**src/rtl/exmem_pipe_if.sv**
```systemverilog
// EX/MEM pipeline-register bus: execute-stage inputs, memory-stage outputs and the
// data-cache request handshake. master = the pipe register, slave = core/cache side.
interface exmem_pipe_if #(
    parameter int unsigned WORD_W = 32,
    parameter int unsigned REG_AW = 5
);
    logic              ihit;
    logic              dhit;
    logic              flush;
    logic              ex_RegWEN;
    logic              ex_dREN;
    logic              ex_dWEN;
    logic [1:0]        ex_MemtoReg;
    logic [REG_AW-1:0] ex_wsel;
    logic [WORD_W-1:0] ex_aluout;
    logic [WORD_W-1:0] ex_storedata;
    logic [WORD_W-1:0] ex_npc;
    logic              ex_halt;
    logic [WORD_W-1:0] dmemload;

    logic              mem_RegWEN;
    logic [1:0]        mem_MemtoReg;
    logic [REG_AW-1:0] mem_wsel;
    logic [WORD_W-1:0] mem_aluout;
    logic [WORD_W-1:0] mem_npc;
    logic              mem_halt;
    logic [WORD_W-1:0] mem_dload;
    logic              dmemREN;
    logic              dmemWEN;
    logic [WORD_W-1:0] dmemaddr;
    logic [WORD_W-1:0] dmemstore;
    logic              stall_req;

    modport master (
        input  ihit, dhit, flush, ex_RegWEN, ex_dREN, ex_dWEN, ex_MemtoReg, ex_wsel,
               ex_aluout, ex_storedata, ex_npc, ex_halt, dmemload,
        output mem_RegWEN, mem_MemtoReg, mem_wsel, mem_aluout, mem_npc, mem_halt,
               mem_dload, dmemREN, dmemWEN, dmemaddr, dmemstore, stall_req
    );

    modport slave (
        output ihit, dhit, flush, ex_RegWEN, ex_dREN, ex_dWEN, ex_MemtoReg, ex_wsel,
               ex_aluout, ex_storedata, ex_npc, ex_halt, dmemload,
        input  mem_RegWEN, mem_MemtoReg, mem_wsel, mem_aluout, mem_npc, mem_halt,
               mem_dload, dmemREN, dmemWEN, dmemaddr, dmemstore, stall_req
    );
endinterface

```
**src/rtl/exmem_pipe.sv**
```systemverilog
// EX/MEM pipeline register with data-memory request FSM, flush and halt freeze.
// Optional stall/bubble performance counters when EXMEM_PERF_EN is defined.
module exmem_pipe #(
    parameter int unsigned WORD_W = 32,
    parameter int unsigned REG_AW = 5
) (
    input  logic        CLK,
    input  logic        nRST,
    exmem_pipe_if.master bus
`ifdef EXMEM_PERF_EN
    ,
    output logic [31:0] stall_cycles,
    output logic [31:0] bubble_count
`endif
);

    typedef enum logic [1:0] {IDLE, BUSY, DONE} state_t;

    state_t            state_q, state_d;
    logic              regwen_q, dren_q, dwen_q, halt_q;
    logic [1:0]        memtoreg_q;
    logic [REG_AW-1:0] wsel_q;
    logic [WORD_W-1:0] aluout_q, storedata_q, npc_q, dload_q;

    logic busy, stall, advance, next_mem, is_load, capture;

    assign busy     = (state_q == BUSY) & ~halt_q;
    assign stall    = busy & ~bus.dhit;
    assign advance  = bus.ihit & ~stall & ~halt_q;
    assign next_mem = ~bus.flush & (bus.ex_dREN | bus.ex_dWEN);
    // dREN together with dWEN is a store
    assign is_load  = dren_q & ~dwen_q;
    assign capture  = busy & bus.dhit & is_load;

    always_comb begin
        state_d = state_q;
        if (!halt_q) begin
            case (state_q)
                IDLE, DONE: if (advance) state_d = next_mem ? BUSY : IDLE;
                BUSY: begin
                    if (bus.dhit) begin
                        if (advance) state_d = next_mem ? BUSY : IDLE;
                        else         state_d = DONE;
                    end
                end
                default: state_d = IDLE;
            endcase
        end
    end

    always_ff @(posedge CLK or negedge nRST) begin
        if (!nRST) begin
            state_q     <= IDLE;
            regwen_q    <= 1'b0;
            dren_q      <= 1'b0;
            dwen_q      <= 1'b0;
            halt_q      <= 1'b0;
            memtoreg_q  <= '0;
            wsel_q      <= '0;
            aluout_q    <= '0;
            storedata_q <= '0;
            npc_q       <= '0;
            dload_q     <= '0;
        end else begin
            state_q <= state_d;
            if (advance) begin
                if (bus.flush) begin
                    regwen_q    <= 1'b0;
                    dren_q      <= 1'b0;
                    dwen_q      <= 1'b0;
                    halt_q      <= 1'b0;
                    memtoreg_q  <= '0;
                    wsel_q      <= '0;
                    aluout_q    <= '0;
                    storedata_q <= '0;
                    npc_q       <= '0;
                end else begin
                    regwen_q    <= bus.ex_RegWEN;
                    dren_q      <= bus.ex_dREN;
                    dwen_q      <= bus.ex_dWEN;
                    halt_q      <= bus.ex_halt;
                    memtoreg_q  <= bus.ex_MemtoReg;
                    wsel_q      <= bus.ex_wsel;
                    aluout_q    <= bus.ex_aluout;
                    storedata_q <= bus.ex_storedata;
                    npc_q       <= bus.ex_npc;
                end
            end
            if (capture) dload_q <= bus.dmemload;
        end
    end

    assign bus.mem_RegWEN   = regwen_q;
    assign bus.mem_MemtoReg = memtoreg_q;
    assign bus.mem_wsel     = wsel_q;
    assign bus.mem_aluout   = aluout_q;
    assign bus.mem_npc      = npc_q;
    assign bus.mem_halt     = halt_q;
    assign bus.mem_dload    = dload_q;
    assign bus.dmemREN      = busy & is_load;
    assign bus.dmemWEN      = busy & dwen_q;
    assign bus.dmemaddr     = aluout_q;
    assign bus.dmemstore    = storedata_q;
    assign bus.stall_req    = stall;

`ifdef EXMEM_PERF_EN
    logic [31:0] stall_cnt_q, bubble_cnt_q;

    always_ff @(posedge CLK or negedge nRST) begin
        if (!nRST) begin
            stall_cnt_q  <= '0;
            bubble_cnt_q <= '0;
        end else if (!halt_q) begin
            if (stall && (stall_cnt_q != 32'hFFFF_FFFF)) stall_cnt_q <= stall_cnt_q + 32'd1;
            if (advance && bus.flush && (bubble_cnt_q != 32'hFFFF_FFFF)) begin
                bubble_cnt_q <= bubble_cnt_q + 32'd1;
            end
        end
    end

    assign stall_cycles = stall_cnt_q;
    assign bubble_count = bubble_cnt_q;
`endif

endmodule

```
**src/flat_wrapper.sv**
```systemverilog
// flat-port wrapper written by rule: the top's interface ports become plain ports
module exmem_pipe_flat 
#(
    parameter int unsigned WORD_W = 32,
    parameter int unsigned REG_AW = 5
)
  (CLK, nRST, bus_ihit, bus_dhit, bus_flush, bus_ex_RegWEN, bus_ex_dREN, bus_ex_dWEN, bus_ex_MemtoReg, bus_ex_wsel, bus_ex_aluout, bus_ex_storedata, bus_ex_npc, bus_ex_halt, bus_dmemload, bus_mem_RegWEN, bus_mem_MemtoReg, bus_mem_wsel, bus_mem_aluout, bus_mem_npc, bus_mem_halt, bus_mem_dload, bus_dmemREN, bus_dmemWEN, bus_dmemaddr, bus_dmemstore, bus_stall_req);
  exmem_pipe_if #(.WORD_W(WORD_W), .REG_AW(REG_AW)) bus_i ();
  input  logic CLK;
  input  logic nRST;
  input wire logic [$bits(bus_i.ihit)-1:0] bus_ihit;
  input wire logic [$bits(bus_i.dhit)-1:0] bus_dhit;
  input wire logic [$bits(bus_i.flush)-1:0] bus_flush;
  input wire logic [$bits(bus_i.ex_RegWEN)-1:0] bus_ex_RegWEN;
  input wire logic [$bits(bus_i.ex_dREN)-1:0] bus_ex_dREN;
  input wire logic [$bits(bus_i.ex_dWEN)-1:0] bus_ex_dWEN;
  input wire logic [$bits(bus_i.ex_MemtoReg)-1:0] bus_ex_MemtoReg;
  input wire logic [$bits(bus_i.ex_wsel)-1:0] bus_ex_wsel;
  input wire logic [$bits(bus_i.ex_aluout)-1:0] bus_ex_aluout;
  input wire logic [$bits(bus_i.ex_storedata)-1:0] bus_ex_storedata;
  input wire logic [$bits(bus_i.ex_npc)-1:0] bus_ex_npc;
  input wire logic [$bits(bus_i.ex_halt)-1:0] bus_ex_halt;
  input wire logic [$bits(bus_i.dmemload)-1:0] bus_dmemload;
  output wire logic [$bits(bus_i.mem_RegWEN)-1:0] bus_mem_RegWEN;
  output wire logic [$bits(bus_i.mem_MemtoReg)-1:0] bus_mem_MemtoReg;
  output wire logic [$bits(bus_i.mem_wsel)-1:0] bus_mem_wsel;
  output wire logic [$bits(bus_i.mem_aluout)-1:0] bus_mem_aluout;
  output wire logic [$bits(bus_i.mem_npc)-1:0] bus_mem_npc;
  output wire logic [$bits(bus_i.mem_halt)-1:0] bus_mem_halt;
  output wire logic [$bits(bus_i.mem_dload)-1:0] bus_mem_dload;
  output wire logic [$bits(bus_i.dmemREN)-1:0] bus_dmemREN;
  output wire logic [$bits(bus_i.dmemWEN)-1:0] bus_dmemWEN;
  output wire logic [$bits(bus_i.dmemaddr)-1:0] bus_dmemaddr;
  output wire logic [$bits(bus_i.dmemstore)-1:0] bus_dmemstore;
  output wire logic [$bits(bus_i.stall_req)-1:0] bus_stall_req;
  assign bus_i.ihit = bus_ihit;
  assign bus_i.dhit = bus_dhit;
  assign bus_i.flush = bus_flush;
  assign bus_i.ex_RegWEN = bus_ex_RegWEN;
  assign bus_i.ex_dREN = bus_ex_dREN;
  assign bus_i.ex_dWEN = bus_ex_dWEN;
  assign bus_i.ex_MemtoReg = bus_ex_MemtoReg;
  assign bus_i.ex_wsel = bus_ex_wsel;
  assign bus_i.ex_aluout = bus_ex_aluout;
  assign bus_i.ex_storedata = bus_ex_storedata;
  assign bus_i.ex_npc = bus_ex_npc;
  assign bus_i.ex_halt = bus_ex_halt;
  assign bus_i.dmemload = bus_dmemload;
  assign bus_mem_RegWEN = bus_i.mem_RegWEN;
  assign bus_mem_MemtoReg = bus_i.mem_MemtoReg;
  assign bus_mem_wsel = bus_i.mem_wsel;
  assign bus_mem_aluout = bus_i.mem_aluout;
  assign bus_mem_npc = bus_i.mem_npc;
  assign bus_mem_halt = bus_i.mem_halt;
  assign bus_mem_dload = bus_i.mem_dload;
  assign bus_dmemREN = bus_i.dmemREN;
  assign bus_dmemWEN = bus_i.dmemWEN;
  assign bus_dmemaddr = bus_i.dmemaddr;
  assign bus_dmemstore = bus_i.dmemstore;
  assign bus_stall_req = bus_i.stall_req;
  exmem_pipe #(.WORD_W(WORD_W), .REG_AW(REG_AW)) u_core (.CLK(CLK), .nRST(nRST), .bus(bus_i));
endmodule
```
**config.mk**
```make
export PLATFORM = sky130hd
export DESIGN_NAME = exmem_pipe_flat
export DESIGN_NICKNAME = d
export VERILOG_FILES = /design/src/rtl/exmem_pipe_if.sv /design/src/rtl/exmem_pipe.sv /design/src/flat_wrapper.sv
export SDC_FILE = /design/constraint.sdc
export NUM_CORES = 1
export LEC_CHECK = 0
export ABC_CLOCK_PERIOD_IN_PS = 1700
export CORE_UTILIZATION = 40
export DETAILED_ROUTE_END_ITERATION = 6
export PLACE_DENSITY_LB_ADDON = 0.3
export SLEW_MARGIN = 40
export SYNTH_ARGS = -nofsm -noshare
export SYNTH_HDL_FRONTEND = slang
export SYNTH_SLANG_ARGS = --single-unit
```
**constraint.sdc**
```tcl
create_clock -name CLK -period 1.7 [get_ports CLK]
set_input_delay 0.34 -clock CLK [delete_from_list [all_inputs] [get_ports CLK]]
set_output_delay 0.34 -clock CLK [all_outputs]
set_load 0.005 [all_outputs]
```
==> out/metrics.yaml <==
status: "finished with violations"
violations: "negative setup slack"
port-buffer-count: 315
cts_buffer_depth: 2
power.total_mw: 17.9
start_util_pct: 41.2
vias: 4775
post_drt_via_cell_ratio: 4.70
maxCapViolCount: 0
drcViolationCount: 0
syn_avg_cell_area_um2: 14.2
cts_tree: "yes"
rows: 46
clock.fmax_mhz: 527
fillCellCount: 1123
pwr_density_cell_nw_per_um2: 1630
die_h_um: 130
dp_cells: 962
layout_commonest_cell: "clkdlybuf4s50_1"
grt_remaining_overflow: 0
ys_warn_count: 0
postRouteWirelength_mm: 18.5
cts.sinks: 141
hold_viol: 0
fin_cells: 1015
min_period_ns: 1.90
layout_setup_ws_ns: -0.198
final_area_um2: 11000
clock_latency_ns: 0.41
place_congestion: 0.793
critPathLaunchType: "flip-flop"
peakVddDrop_v: 0.000762
die_w_um: 130
htree_levels: 4
endpoint_kind: "flip-flop"
setup_violations: 92
worstPathMaxFanout: 6
wl_per_cell_um: 18.2
rsz0062_at_grt: "yes"
ant_nets: 0
fin_setup_tns_ns: -5.29
p_seq_share_pct: 33.6
finalCritPeriodShare_pct: 112
nNetsFinal: 930
grt_max_degree: 55
crit_arrival_ns: 2.19
p_leak_nw: 5.22
synth_cell_type_count: 21
pwr-share-comb_pct: 43.3
relSlewSlack_pct: 67.2
netlist_area_um2: 6570
cts_buffers: 17
swShare_pct: 26.4
grt_pass1_vias: 5059
p_switching_mw: 4.73
worst_slew_pin_slew_ns: 0.479
synth_edf_count: 0
clk_pin_slew_ns: 0.06
cp.required_ns: 2.00
insertedDiodeCount: 0
hp-class: "in -> reg"
syn_to_final_growth_pct: 67.3
postSynthCellCount: 461
core_um2: 15900
synthArstFlopShare_pct: 100
intPower_mw: 13.2
final_cell_mix: "282 x clkdlybuf4s50_1, 141 x dfrtp_1, 88 x nor2b_1, 79 x mux2_2, 59 x mux2_4"
drt_iter0_markers: 108
dpl.hpwl_mm: 12.9
drv_slew: 0
grt_use_total_pct: 21.0
seq_area_frac_synth_pct: 53.7
drive_above_1_share_pct: 28.8
synthesis.nets: 605
p_clk_share_pct: 23.0
antenna_found_initial: 0
ioPinCount: 316
place_area_um2: 9900
drtPass1Iterations: 4
skew_ns: 0.00668
ctsRootBufferMaster: "clkbuf_16"
ys_ff_latch: 141
ys.flop_type: "dfrtp_1"
grt_pass1_wl_mm: 26.7
die_area_um2: 16900
setup.worst_path.class: "reg -> reg"
-- path summary, 6_finish.rpt --
path | startpoint | endpoint | slack (ns) | cells past startpoint
min reg2reg | u_core.bus.dmemstore[7]$_DFFE_PN0P_ | u_core.bus.dmemstore[7]$_DFFE_PN0P_ | 0.50 | 1
max in group asynchronous | nRST | u_core.bus.dmemaddr[29]$_DFFE_PN0P_ | 0.71 | 3
max | u_core.bus.mem_halt$_DFFE_PN0P_ | u_core.bus.mem_dload[30]$_DFFE_PN0P_ | -0.20 | 8
min in group asynchronous | nRST | u_core.bus.dmemstore[13]$_DFFE_PN0P_ | 0.40 | 2
max reg2reg | u_core.bus.mem_halt$_DFFE_PN0P_ | u_core.bus.mem_dload[30]$_DFFE_PN0P_ | -0.20 | 8
min | bus_flush | u_core.bus.mem_halt$_DFFE_PN0P_ | 0.37 | 3
-- final cells by class --
type / instances / area [µm²] / area share [%]
clock buffer: 19 / 443 / 4.03
inverter: 1 / 3.75 / 0.0342
clock inverter: 13 / 213 / 1.94
timing repair buffer: 365 / 3900 / 35.5
tap: 216 / 270 / 2.46
sequential: 141 / 3530 / 32.1
multi-input combinational: 260 / 2630 / 23.9
-- sequential cells by signal, summed over array words and instances, names as in the netlist --
register	count
u_core.bus.mem_MemtoReg	2
u_core.bus.dmemaddr	32
u_core.bus.mem_npc	32
u_core.bus.mem_halt	1
u_core.dren_q	1
u_core.state_q	2
u_core.bus.mem_wsel	5
u_core.dwen_q	1
u_core.bus.mem_RegWEN	1
u_core.bus.mem_dload	32
u_core.bus.dmemstore	32
-- per-stage QoR --
step | hold WS, ns | setup slack [ns] | utilization (%)
after global placement | 0.270 | -0.276 | 62.1
after CTS | 0.359 | -0.169 | 67.2
final | 0.369 | -0.198 | 68.9
after global routing | 0.391 | -0.255 | 68.9
after floorplan | 0.0444 | 0.137 | -
after detailed placement | 0.276 | -0.301 | 62.1
-- per-layer routing --
| metal | share of wire, % | GRT usage, % |
|---|---|---|
| met5 | 0 | 0 |
| met4 | 3.3 | 11.1 |
| met3 | 7.2 | 6.60 |
| met2 | 53 | 37.2 |
| met1 | 37 | 22.3 |
-- worst max-delay path, cell delays in order (launching register included) --
cell       delay (ns)
dfrtp_1          0.40
nor3b_4          0.23
buf_6            0.14
buf_12           0.09
buf_6            0.09
nand4b_4         0.18
buf_6            0.19
clkbuf_16        0.15
mux2_4           0.30
-- synthesized netlist by cell type (2+ instances only) --
master	n	area share [%]
dfrtp_1	141	54
nor2b_1	89	8.5
mux2_2	79	14
mux2_4	59	13
buf_4	40	4.6
and2b_1	18	2.1
clkbuf_1	11	0.63
buf_6	7	1.2
nor3b_2	3	0.57
nor2_1	2	0.11
o21ai_0	2	0.15
-- cells by family (layout without fill, tap and decap cells) --
| kind of cell | after synthesis | in the layout | synth area share (%) |
|---|---|---|---|
| compound gates | 5 | 5 | 0.553 |
| flops | 141 | 141 | 53.7 |
| mux | 138 | 138 | 27.0 |
| buf+inv | 60 | 398 | 6.69 |
| simple gates | 117 | 117 | 12.0 |
-- repair_timing --
item | in CTS | in global routing
cloned | 2 | 5
setup endpoints to repair | 11 | 143
pin swaps | 1 | 3
endpoints found under the hold margin | 32 | 0
resized for setup | 24 | 37
buffers inserted | 7 | 8
hold buffers | 1 | 0
-- power by group through the flow --
| stage | Sequential [mW] | Combinational [mW] | Clock, mW |
|---|---|---|---|
| after floorplan | 5.99 | 2.99 | 0 |
| after global routing | 6.20 | 8.24 | 4.34 |
| after detailed placement | 6.03 | 7.53 | 0 |
| after global placement | 5.94 | 7.35 | 0 |
| final | 6.02 | 7.76 | 4.13 |
| after CTS | 6.03 | 7.70 | 4.18 |
Note: power is estimated with default switching activity, not from simulation.
